<file path="src/rtl/led_pkg.sv">
// led_pkg: mode encodings, per-mode pattern lengths and the LED pattern lookup
// shared by the LED pattern sequencer and its bench.
package led_pkg;

    typedef enum logic [1:0] {
        MODE_BLINK  = 2'd0,
        MODE_ALT    = 2'd1,
        MODE_CHASE  = 2'd2,
        MODE_BOUNCE = 2'd3
    } mode_t;

    localparam int LEN_BLINK  = 2;
    localparam int LEN_ALT    = 2;
    localparam int LEN_CHASE  = 3;
    localparam int LEN_BOUNCE = 4;

    // Index of the last step of a mode; the step counter wraps to 0 after it.
    function automatic logic [1:0] last_step(input mode_t mode);
        logic [1:0] last;
        last = 2'd0;
        case (mode)
            MODE_BLINK:  last = 2'(LEN_BLINK - 1);
            MODE_ALT:    last = 2'(LEN_ALT - 1);
            MODE_CHASE:  last = 2'(LEN_CHASE - 1);
            MODE_BOUNCE: last = 2'(LEN_BOUNCE - 1);
            default:     last = 2'd0;
        endcase
        return last;
    endfunction

    // {LED2,LED1,LED0} for a given mode and step. Out-of-range steps give 000.
    function automatic logic [2:0] pattern(input mode_t mode, input logic [1:0] step);
        logic [2:0] p;
        p = 3'b000;
        case (mode)
            MODE_BLINK: begin
                case (step)
                    2'd0:    p = 3'b111;
                    default: p = 3'b000;
                endcase
            end
            MODE_ALT: begin
                case (step)
                    2'd0:    p = 3'b101;
                    2'd1:    p = 3'b010;
                    default: p = 3'b000;
                endcase
            end
            MODE_CHASE: begin
                case (step)
                    2'd0:    p = 3'b001;
                    2'd1:    p = 3'b010;
                    2'd2:    p = 3'b100;
                    default: p = 3'b000;
                endcase
            end
            MODE_BOUNCE: begin
                case (step)
                    2'd0:    p = 3'b001;
                    2'd1:    p = 3'b010;
                    2'd2:    p = 3'b100;
                    default: p = 3'b010;
                endcase
            end
            default: p = 3'b000;
        endcase
        return p;
    endfunction

endpackage

</file>
<file path="src/rtl/btn_debounce.sv">
// btn_debounce: two-flop synchronizer, stability counter and rising-edge
// detector for a bouncy active-high push-button. PRESS is a one-cycle pulse
// per debounced rise; a debounced fall produces nothing.
module btn_debounce #(
    parameter int DB_CYCLES = 500000,
    parameter int DB_W      = 19
) (
    input  logic CLK,
    input  logic RST,
    input  logic BTN,
    output logic PRESS
);

    logic            s1;
    logic            s2;
    logic [DB_W-1:0] db_cnt;
    logic            db_level;
    logic            db_level_q;

    // Bring the asynchronous button into the CLK domain.
    always_ff @(posedge CLK or posedge RST) begin
        if (RST) begin
            s1 <= 1'b0;
            s2 <= 1'b0;
        end else begin
            s1 <= BTN;
            s2 <= s1;
        end
    end

    // Accept a new level only after DB_CYCLES consecutive disagreeing samples;
    // any sample that agrees with the current level restarts the count.
    always_ff @(posedge CLK or posedge RST) begin
        if (RST) begin
            db_cnt   <= '0;
            db_level <= 1'b0;
        end else if (s2 != db_level) begin
            if (db_cnt == DB_W'(DB_CYCLES - 1)) begin
                db_level <= s2;
                db_cnt   <= '0;
            end else begin
                db_cnt <= db_cnt + DB_W'(1);
            end
        end else begin
            db_cnt <= '0;
        end
    end

    // Delayed copy of the debounced level for edge detection.
    always_ff @(posedge CLK or posedge RST) begin
        if (RST) begin
            db_level_q <= 1'b0;
        end else begin
            db_level_q <= db_level;
        end
    end

    assign PRESS = db_level & ~db_level_q;

endmodule

</file>
<file path="src/rtl/led_pattern_seq.sv">
// led_pattern_seq: drives LED0..LED2 with one of four patterns, stepped by the
// divider TICK and selected by a debounced push-button.
// Optional build macro LED_PAUSE_EN adds a PAUSE input that freezes stepping.
module led_pattern_seq
    import led_pkg::*;
#(
    parameter int DB_CYCLES = 500000,
    parameter int DB_W      = 19
) (
    input  logic CLK,
    input  logic RST,
    input  logic TICK,
    input  logic BTN,
`ifdef LED_PAUSE_EN
    input  logic PAUSE,
`endif
    output logic LED0,
    output logic LED1,
    output logic LED2
);

    mode_t      mode;
    mode_t      mode_nxt;
    logic [1:0] step;
    logic [1:0] step_nxt;
    logic [2:0] led_q;
    logic       press;
    logic       tick_en;

    btn_debounce #(
        .DB_CYCLES (DB_CYCLES),
        .DB_W      (DB_W)
    ) u_debounce (
        .CLK   (CLK),
        .RST   (RST),
        .BTN   (BTN),
        .PRESS (press)
    );

`ifdef LED_PAUSE_EN
    assign tick_en = TICK & ~PAUSE;
`else
    assign tick_en = TICK;
`endif

    // Next mode/step: a press takes priority and drops a simultaneous tick.
    always_comb begin
        mode_nxt = mode;
        step_nxt = step;
        if (press) begin
            mode_nxt = mode_t'(mode + 2'd1);
            step_nxt = 2'd0;
        end else if (tick_en) begin
            step_nxt = (step == last_step(mode)) ? 2'd0 : step + 2'd1;
        end
    end

    // Mode and step registers.
    always_ff @(posedge CLK or posedge RST) begin
        if (RST) begin
            mode <= MODE_BLINK;
            step <= 2'd0;
        end else begin
            mode <= mode_nxt;
            step <= step_nxt;
        end
    end

    // Registered LED outputs, one cycle behind mode/step.
    always_ff @(posedge CLK or posedge RST) begin
        if (RST) begin
            led_q <= 3'b000;
        end else begin
            led_q <= pattern(mode, step);
        end
    end

    assign LED0 = led_q[0];
    assign LED1 = led_q[1];
    assign LED2 = led_q[2];

endmodule

</file>
<file path="config.mk">
export PLATFORM = sky130hd
export DESIGN_NAME = led_pattern_seq
export DESIGN_NICKNAME = d
export VERILOG_FILES = /design/src/rtl/led_pkg.sv /design/src/rtl/btn_debounce.sv /design/src/rtl/led_pattern_seq.sv
export SDC_FILE = /design/constraint.sdc
export NUM_CORES = 1
export LEC_CHECK = 0
export CAP_MARGIN = 20
export CORE_MARGIN = 10
export CORE_UTILIZATION = 35
export CTS_BUF_LIST = sky130_fd_sc_hd__clkbuf_4
export CTS_CLUSTER_DIAMETER = 30
export DETAILED_ROUTE_END_ITERATION = 8
export SETUP_SLACK_MARGIN = 0.15
export SYNTH_ARGS = -nofsm -noshare
export SYNTH_HDL_FRONTEND = slang
export SYNTH_SLANG_ARGS = --single-unit
</file>
<file path="constraint.sdc">
create_clock -name CLK -period 2.5 [get_ports CLK]
set_input_delay 0.625 -clock CLK [delete_from_list [all_inputs] [get_ports CLK]]
set_output_delay 0.625 -clock CLK [all_outputs]
set_load 0.1 [all_outputs]
</file>
-- Yosys cells after proc, flatten, opt, wreduce, memory -nomap -nowiden
Index checks and enable logic that the tools add are counted.
- register bits: 30
- output and inout bits: 3
- logic and storage cells: 39
- $add $sub $neg: 3
- eq/ne operators: 8
- multiplexer cells: 13
- bitwise logic cells: 2
- reduce and logical (&&, ||, !) cells: 5
- operators with widths (operator ; count):
    $mux 19 ; 2
    $add 19x1->19 const B ; 1
    $eq 19x19->1 const B ; 1
    $pmux 3 s2 ; 2
    $pmux 3 s4 ; 1
    $mux 2 ; 5
    $pmux 3 s3 ; 1
    $eq 2x2->1 const B ; 3
    $pmux 2 s3 ; 1
    $add 2x1->2 const B ; 2
    $eq 2x1->1 const B ; 2
    $logic_not 2->1 ; 2
    $mux 3 ; 1
    $eq 2x2->1 ; 1
    $reduce_and 2->1 ; 1
    $reduce_bool 2->1 ; 1
    $reduce_or 2->1 ; 1
    $and 1x1->1 ; 1
    $ne 1x1->1 ; 1
    $not 1->1 ; 1

-- Longest topological paths before layout
Gate-level depths: netlist of run 1.
- depth after elaboration: 9
- gate-level depth with buffers: 6
- mapped depth without buffers: 6

-- Modules after synthesis
From an unflattened synthesis of run 1, not the netlist that was laid out.
- cells, all modules: 148
- area, all modules: 1561.5 um^2
- modules (own cells, without submodules) (module ; instances ; cells an instance ; area an instance (um^2) ; seq. area each (um^2)):
    btn_debounce ; 1 ; 105 ; 1122.3 ; 575.6
    led_pattern_seq ; 1 ; 43 ; 439.2 ; 175.2

-- Least setup slack after synthesis of run 1
OpenSTA, ideal clock, no wires.
- path type: register -> register
- from: reg u_debounce.db_cnt[0]
- to: reg u_debounce.db_cnt[18]
- setup time: 0.078 ns
- arrival time: 1.698 ns
- data required time: 2.422 ns
- setup slack: 0.724 ns
- cell stages (with the launch flop): 6
- period minus slack after synthesis: 1.776 ns
- cells stage by stage: dfrtp_1 ha_1 nand4_2 or2_2 or4_1 a21oi_1
- word-level cells in the longest chain between the ends: 3
- RTL lines (item ; line ; text):
    start: declaration ; btn_debounce.sv:16 ; logic [DB_W-1:0] db_cnt;
    start signal: assignment ; btn_debounce.sv:42 ; db_cnt <= db_cnt + DB_W'(1);
    $add 19x1->19 or $eq 19x19->1 (tied branches) ; btn_debounce.sv:42, btn_debounce.sv:38 ;
    $mux 19 (*) ; btn_debounce.sv:38 ; if (db_cnt == DB_W'(DB_CYCLES - 1)) begin
    $mux 19 (*) ; btn_debounce.sv:37 ; end else if (s2 != db_level) begin
Mark *: on every way between the ends. The rest lies on a longest branch, timed or not.
A chain may end at the register's enable or synchronous reset.

-- Final worst setup path of run 1
- from: reg u_debounce.db_cnt[12]
- to: reg u_debounce.db_level
- word-level cells in the longest chain between the ends: 2
- RTL lines (item ; line ; text):
    $eq 19x19->1 ; btn_debounce.sv:38 ;
    $reduce_and 2->1 (no source line) ; - ;
    end signal: assignment ; btn_debounce.sv:36 ; db_level <= 1'b0;
    end signal: assignment ; btn_debounce.sv:39 ; db_level <= s2;
    end: declaration ; btn_debounce.sv:17 ; logic db_level;
Every way passes these cells.

==> results of run 1 <==
[power by group]
part	switching [uW]	total, uW	internal (uW)
Sequential	16.4	520	504
Combinational	110	150	39.9
Clock	166	282	116
Total	292	952	660
[synth_stat cells, types with 2 or more instances]
cell type / n / share of area
dfrtp_1: 30 / 0.49
nor2_1: 22 / 0.053
xnor2_1: 15 / 0.085
ha_1: 10 / 0.081
inv_1: 9 / 0.022
nand3_1: 9 / 0.029
nand2_1: 6 / 0.015
nand4_1: 5 / 0.020
nor3_1: 5 / 0.016
nor4_1: 5 / 0.020
o21ai_0: 4 / 0.013
a21oi_1: 3 / 0.0097
a221oi_1: 2 / 0.011
mux2_2: 2 / 0.015
nand2b_1: 2 / 0.0081
nor2b_1: 2 / 0.0081
xor2_1: 2 / 0.011
[final cells by class]
class | count | area share
multi-input combinational | 107 | 0.431
clock buffer | 6 | 0.0262
inverter | 9 | 0.0197
clock inverter | 2 | 0.00509
timing repair buffer | 9 | 0.0437
tap | 52 | 0.0378
sequential | 30 | 0.437
[cell families (layout without fill, tap and decap cells)]
family	Yosys count	in the layout
adder cells (fa/ha/maj)	10	10
AND/OR/NAND/NOR	65	65
flip-flops	30	30
multiplexers	3	3
buffers and inverters	11	26
AO/OA/AOI/OAI	12	12
XOR/XNOR	17	17
[path summary, 6_finish.rpt]
check / cells past startpoint / from / end / slack, ns
setup / recovery: 4 / u_debounce.db_cnt[12] / u_debounce.db_level / 0.57
hold / removal: 0 / u_debounce.s1 / u_debounce.s2 / 0.36
setup reg to reg: 4 / u_debounce.db_cnt[12] / u_debounce.db_level / 0.57
hold reg to reg: 0 / u_debounce.s1 / u_debounce.s2 / 0.36
max in group asynchronous: 3 / RST / u_debounce.db_cnt[6] / 1.55
min in group asynchronous: 3 / RST / u_debounce.db_cnt[13] / 0.67
[critical path: cells and delay by family (launching register included)]
kind             cells  cell delay (ns)
multiplexers         1             0.38
flip-flops           1             0.45
AND/OR/NAND/NOR      3             0.99
[through the flow]
stage / std cells / cell area, sq um
final: 215 / 1720
after global routing: 215 / 1720
after CTS: 215 / 1720
after detailed placement: 207 / 1670
after global placement: 207 / 1670
after floorplan: 148 / 1540
[sequential cells by signal (all words and copies together) (netlist names)]
name / count
u_debounce.s2: 1
u_debounce.db_level_q: 1
step: 2
u_debounce.db_level: 1
mode: 2
led_q: 3
u_debounce.s1: 1
u_debounce.db_cnt: 19
[routing by layer]
metal / up-vias / share of wire / track usage
li1: 538 / - / -
met1: 529 / 0.46 / 0.104
met4: 0 / 0.034 / 0.0560
met2: 27 / 0.45 / 0.128
met5: - / 0 / 0
met3: 11 / 0.048 / 0.0319
==> flow_metrics.py, run 1 <==
metrics = {
    "floorplanning": {
        "die_h_microns": 86.4,
        "start_util": 0.357,
        "core_sq_um": 4320,
        "dieWidth_microns": 86.4,
        "io-pin-count": 7,
        "die-area_sq_um": 7470,
        "fp-row-count": 24,
    },
    "sta": {
        "setup_violations": 0,
        "grt_setup_unrepaired": "no",
        "fin_skew_ns": 0.00585,
        "hold-worst-slack_ns": 0.359,
        "fmax_mhz": 518,
        "tightest_slew_ns": 0.462,
        "slew_headroom": 0.689,
        "fin_crit_ns": 1.93,
        "post-route-period-util": 0.772,
        "tns_ns": 0,
        "finalHoldViolations": 0,
        "setup_ws_ns": 0.571,
        "drv_slew": 0,
    },
    "clock_network": {
        "cts_tree": "done",
        "cts_hold_buf": 0,
        "clk_pin_slew_ns": 0.09,
        "clock_latency_ns": 0.33,
        "cts.sink_count": 30,
        "clk_path_buf_depth": 2,
        "post_cts_resized": 0,
        "cts_setup_buffers": 0,
        "cts_root_buf": "clkbuf_4",
        "cts_max_level": 2,
        "numCtsBuffers": 5,
    },
    "place": {
        "pre_cts_ws_ns": 0.603,
        "hpwlAfterDp_microns": 2070,
        "port_buffers": 6,
        "gp_congestion": 0.853,
    },
    "global_route": {
        "grt_pass1_vias": 1084,
        "grt_pass1_wl_microns": 5160,
        "overflow": 0,
        "track_usage": 0.0869,
        "grt_antenna_before_repair": 0,
        "grt_max_degree": 31,
    },
    "synthesis": {
        "ys_types": 32,
        "synth-seq-cells": 30,
        "synthArstFlopShare": 1.00,
        "synth.area.mux_share": 0.0211,
        "synth-main-ff-cell": "dfrtp_1",
        "synth.avg_cell_area_sq_um": 10.4,
        "synth_area_sq_um": 1540,
        "synth-xor-area-share": 0.0964,
        "synth-edff-count": 0,
        "yosys.area_share.adder": 0.0810,
        "yosys_warnings": 0,
        "syn-num-nets": 162,
        "synth-simple-area-share": 0.220,
        "synthCells": 148,
        "synth_compound_area_frac": 0.0616,
        "ys_seq_area_frac": 0.486,
        "synth_top_family_by_area": "simple AND/OR/NAND/NOR gates",
    },
    "cells_and_area": {
        "final_common_cell": "dfrtp_1",
        "final_nets": 176,
        "drive_gt1_frac": 0.123,
        "diodes": 0,
        "regArea_sq_um": 751,
        "multi_input_area_sq_um": 741,
        "fillers": 439,
        "final_cell_mix": "dfrtp_1, nor2_1, xnor2_1",
        "post-route-util": 0.398,
        "area_growth_pct": 11.3,
    },
    "routing": {
        "vias": 1105,
        "drc": 0,
        "routedWlPerCell_microns": 13.8,
        "drtIter0Drc": 62,
        "viasPerCell": 5.14,
        "routed_wirelength_microns": 2960,
        "antenna_left": 0,
        "firstDrtPassIters": 4,
    },
    "power_and_ir_drop": {
        "p_leak_uw": 0.000716,
        "p_total_uw": 952,
        "ir_drop_mv": 0.326,
        "power_density_nw_per_um2": 554,
    },
    "setup_path": {
        "startpoint_type": "register",
        "crit_arrival_ns": 2.15,
        "worst_setup_path_end_kind": "register",
        "crit_top_cell": "nor4_1",
        "cpPeakStageDelay_ns": 0.48,
        "cp_cell_sequence": "nor4_1 -> nand4_1 -> nor4_1 -> mux2_2",
        "critPathSlowestCell": "nor4_1",
        "critPathKind": "register to register",
        "crit_fanout": 5,
        "cp.required_ns": 2.72,
    },
    "worst_hold_path": {
        "worstHoldPathType": "register to register",
    },
    "outcome": {
        "status": "completed",
    },
    "job": {
        "maxCapViolCount": 0,
    },
}
(Power assumes the default switching activity.)
==> run 2, diff against run 1 <==
Clock period 2.5 ns to 1.95 ns, I/O delays scaled along.
==> run 2 against run 1 <==
  * Critical path depth rose by 2
  * Routed wire length up 3.7%
  * Worst hold slack lost 0.0017 ns
  * Clock skew is 0.0013 ns lower
  * Largest power group unchanged
  * Sequential share of layout area down 4.4 points
  * Clock power increased by 22%
  * Register-to-register slack lost 0.39 ns
  * Power increased by 31%
  * Highest routed layer unchanged
  * Clock-buffer cell count down 1
==> flow_metrics.py, run 2 (synthesis results as in run 1) <==
metrics = {
    "floorplanning": {
        "start_util": 0.357,
        "io-pin-count": 7,
        "die_h_microns": 86.4,
        "core_sq_um": 4320,
        "dieWidth_microns": 86.4,
        "fp-row-count": 24,
        "die-area_sq_um": 7470,
    },
    "sta": {
        "setup_violations": 0,
        "drv_slew": 0,
        "tightest_slew_ns": 0.394,
        "fin_skew_ns": 0.00454,
        "post-route-period-util": 0.905,
        "slew_headroom": 0.735,
        "tns_ns": 0,
        "fin_crit_ns": 1.76,
        "fmax_mhz": 567,
        "finalHoldViolations": 0,
        "grt_setup_unrepaired": "yes",
    },
    "routing": {
        "firstDrtPassIters": 4,
        "drt-met1-wl_microns": 1260,
        "routed_wirelength_microns": 3070,
        "highest_layer": "met4",
        "route.met3.wl_microns": 116,
        "wl_met2_microns": 1610,
        "viasPerCell": 5.13,
        "drtIter0Drc": 92,
        "routedWlPerCell_microns": 13.5,
        "vias": 1164,
        "antenna_left": 0,
        "drc": 0,
    },
    "setup_path": {
        "cp.required_ns": 2.18,
        "r2r_cells": 6,
        "crit_arrival_ns": 1.99,
        "startpoint_type": "register",
        "worst_setup_path_end_kind": "register",
        "crit_fanout": 7,
        "critPathKind": "register to register",
    },
    "worst_hold_path": {
        "worstHoldPathType": "register to register",
        "min_path_cells": 0,
    },
    "cells_and_area": {
        "largest-register": "u_debounce.db_cnt",
        "final_common_cell": "dfrtp_1",
        "final_cell_mix": "dfrtp_1, nor2_1, xnor2_1",
        "area_growth_pct": 24.4,
        "stdcell_area_sq_um": 1920,
        "diodes": 0,
        "largest_reg_flops": 19,
        "largestRegisters": "u_debounce.db_cnt (19), led_q (3)",
        "fillers": 426,
        "final_nets": 188,
        "drive_gt1_frac": 0.246,
    },
    "power_and_ir_drop": {
        "power_density_nw_per_um2": 651,
        "ir_drop_mv": 0.393,
        "p_leak_uw": 0.000800,
    },
    "global_route": {
        "grt_pass1_wl_microns": 5220,
        "overflow": 0,
        "grt_max_degree": 31,
        "track_usage": 0.0879,
        "grt_antenna_before_repair": 0,
        "grt_pass1_vias": 1168,
    },
    "clock_network": {
        "numCtsBuffers": 5,
        "cts_hold_buf": 0,
        "cts_max_level": 2,
        "cts_root_buf": "clkbuf_4",
        "clk_pin_slew_ns": 0.09,
        "cts.sink_count": 30,
        "clock_latency_ns": 0.33,
        "cts_tree": "done",
        "clk_path_buf_depth": 2,
    },
    "place": {
        "port_buffers": 6,
        "place_area_sq_um": 1730,
        "gp_congestion": 0.790,
        "hpwlAfterDp_microns": 2100,
    },
    "outcome": {
        "status": "completed",
    },
    "job": {
        "maxCapViolCount": 0,
    },
}
-- run 2: cell types whose count changed in the layout (fill, tap and decap cells not counted), sizes merged --
cell      previous run  this run
clkbuf               6         5
clkinvlp             0         1
buf                  6        18
-- run 2: report_power, final --
| group | switching (uW) | internal, uW | total (uW) | leakage, uW |
|---|---|---|---|---|
| clock network | 210 | 134 | 344 | 0.0000286 |
| registers | 27.8 | 647 | 674 | 0.000399 |
| logic | 145 | 85.9 | 231 | 0.000373 |
| total | 383 | 866 | 1250 | 0.000800 |
-- run 2: layout make-up --
cell class | count | area [sq um] | share of cell area
multi-input cells | 107 | 803 | 0.418
clock inverters | 3 | 16.3 | 0.00847
well taps | 52 | 65.1 | 0.0339
inverters | 9 | 33.8 | 0.0176
flip-flops and latches | 30 | 754 | 0.393
clock buffers | 5 | 37.5 | 0.0195
repair buffers | 21 | 210 | 0.109
-- run 2: layer usage --
metal  GRT usage  vias up
met5           0        -
met4      0.0471        0
met2       0.136       25
met3      0.0394       10
met1      0.0996      570
li1            -      559
-- run 2: worst max-delay path: stages, from the launching register on --
cell,delay (ns)
dfrtp_2,0.43
nor4_2,0.26
nand4_1,0.15
buf_4,0.17
o41ai_4,0.39
buf_6,0.21
nor2_1,0.06
-- run 2: final timing paths --
kind,endpoint,slack (ns),startpoint
setup / recovery,u_debounce.db_cnt[16],0.19,u_debounce.db_cnt[7]
hold / removal,u_debounce.s2,0.36,u_debounce.s1
setup reg to reg,u_debounce.db_cnt[16],0.19,u_debounce.db_cnt[7]
hold reg to reg,u_debounce.s2,0.36,u_debounce.s1
max in group asynchronous,u_debounce.db_cnt[7],1.12,RST
min in group asynchronous,led_q[1],0.53,RST
-- run 2: repair_timing --
action | 4_1_cts | 5_1_grt
setup endpoints to repair | 9 | 19
resized for setup | 3 | 15
pin swaps | 0 | 8
buffers inserted | 1 | 8
-- run 2: through the flow --
stage / utilization / worst slack (ns) / power [uW] / std cells / hold slack (ns)
after global placement: 0.399 / 0.158 / 899 / 210 / 0.335
after global routing: 0.444 / 0.0732 / 1310 / 227 / 0.369
after floorplan: - / 0.174 / 823 / 148 / 0.331
after detailed placement: 0.399 / 0.0781 / 909 / 210 / 0.340
after CTS: 0.417 / 0.143 / 1260 / 219 / 0.364
final: 0.444 / 0.186 / 1250 / 227 / 0.357
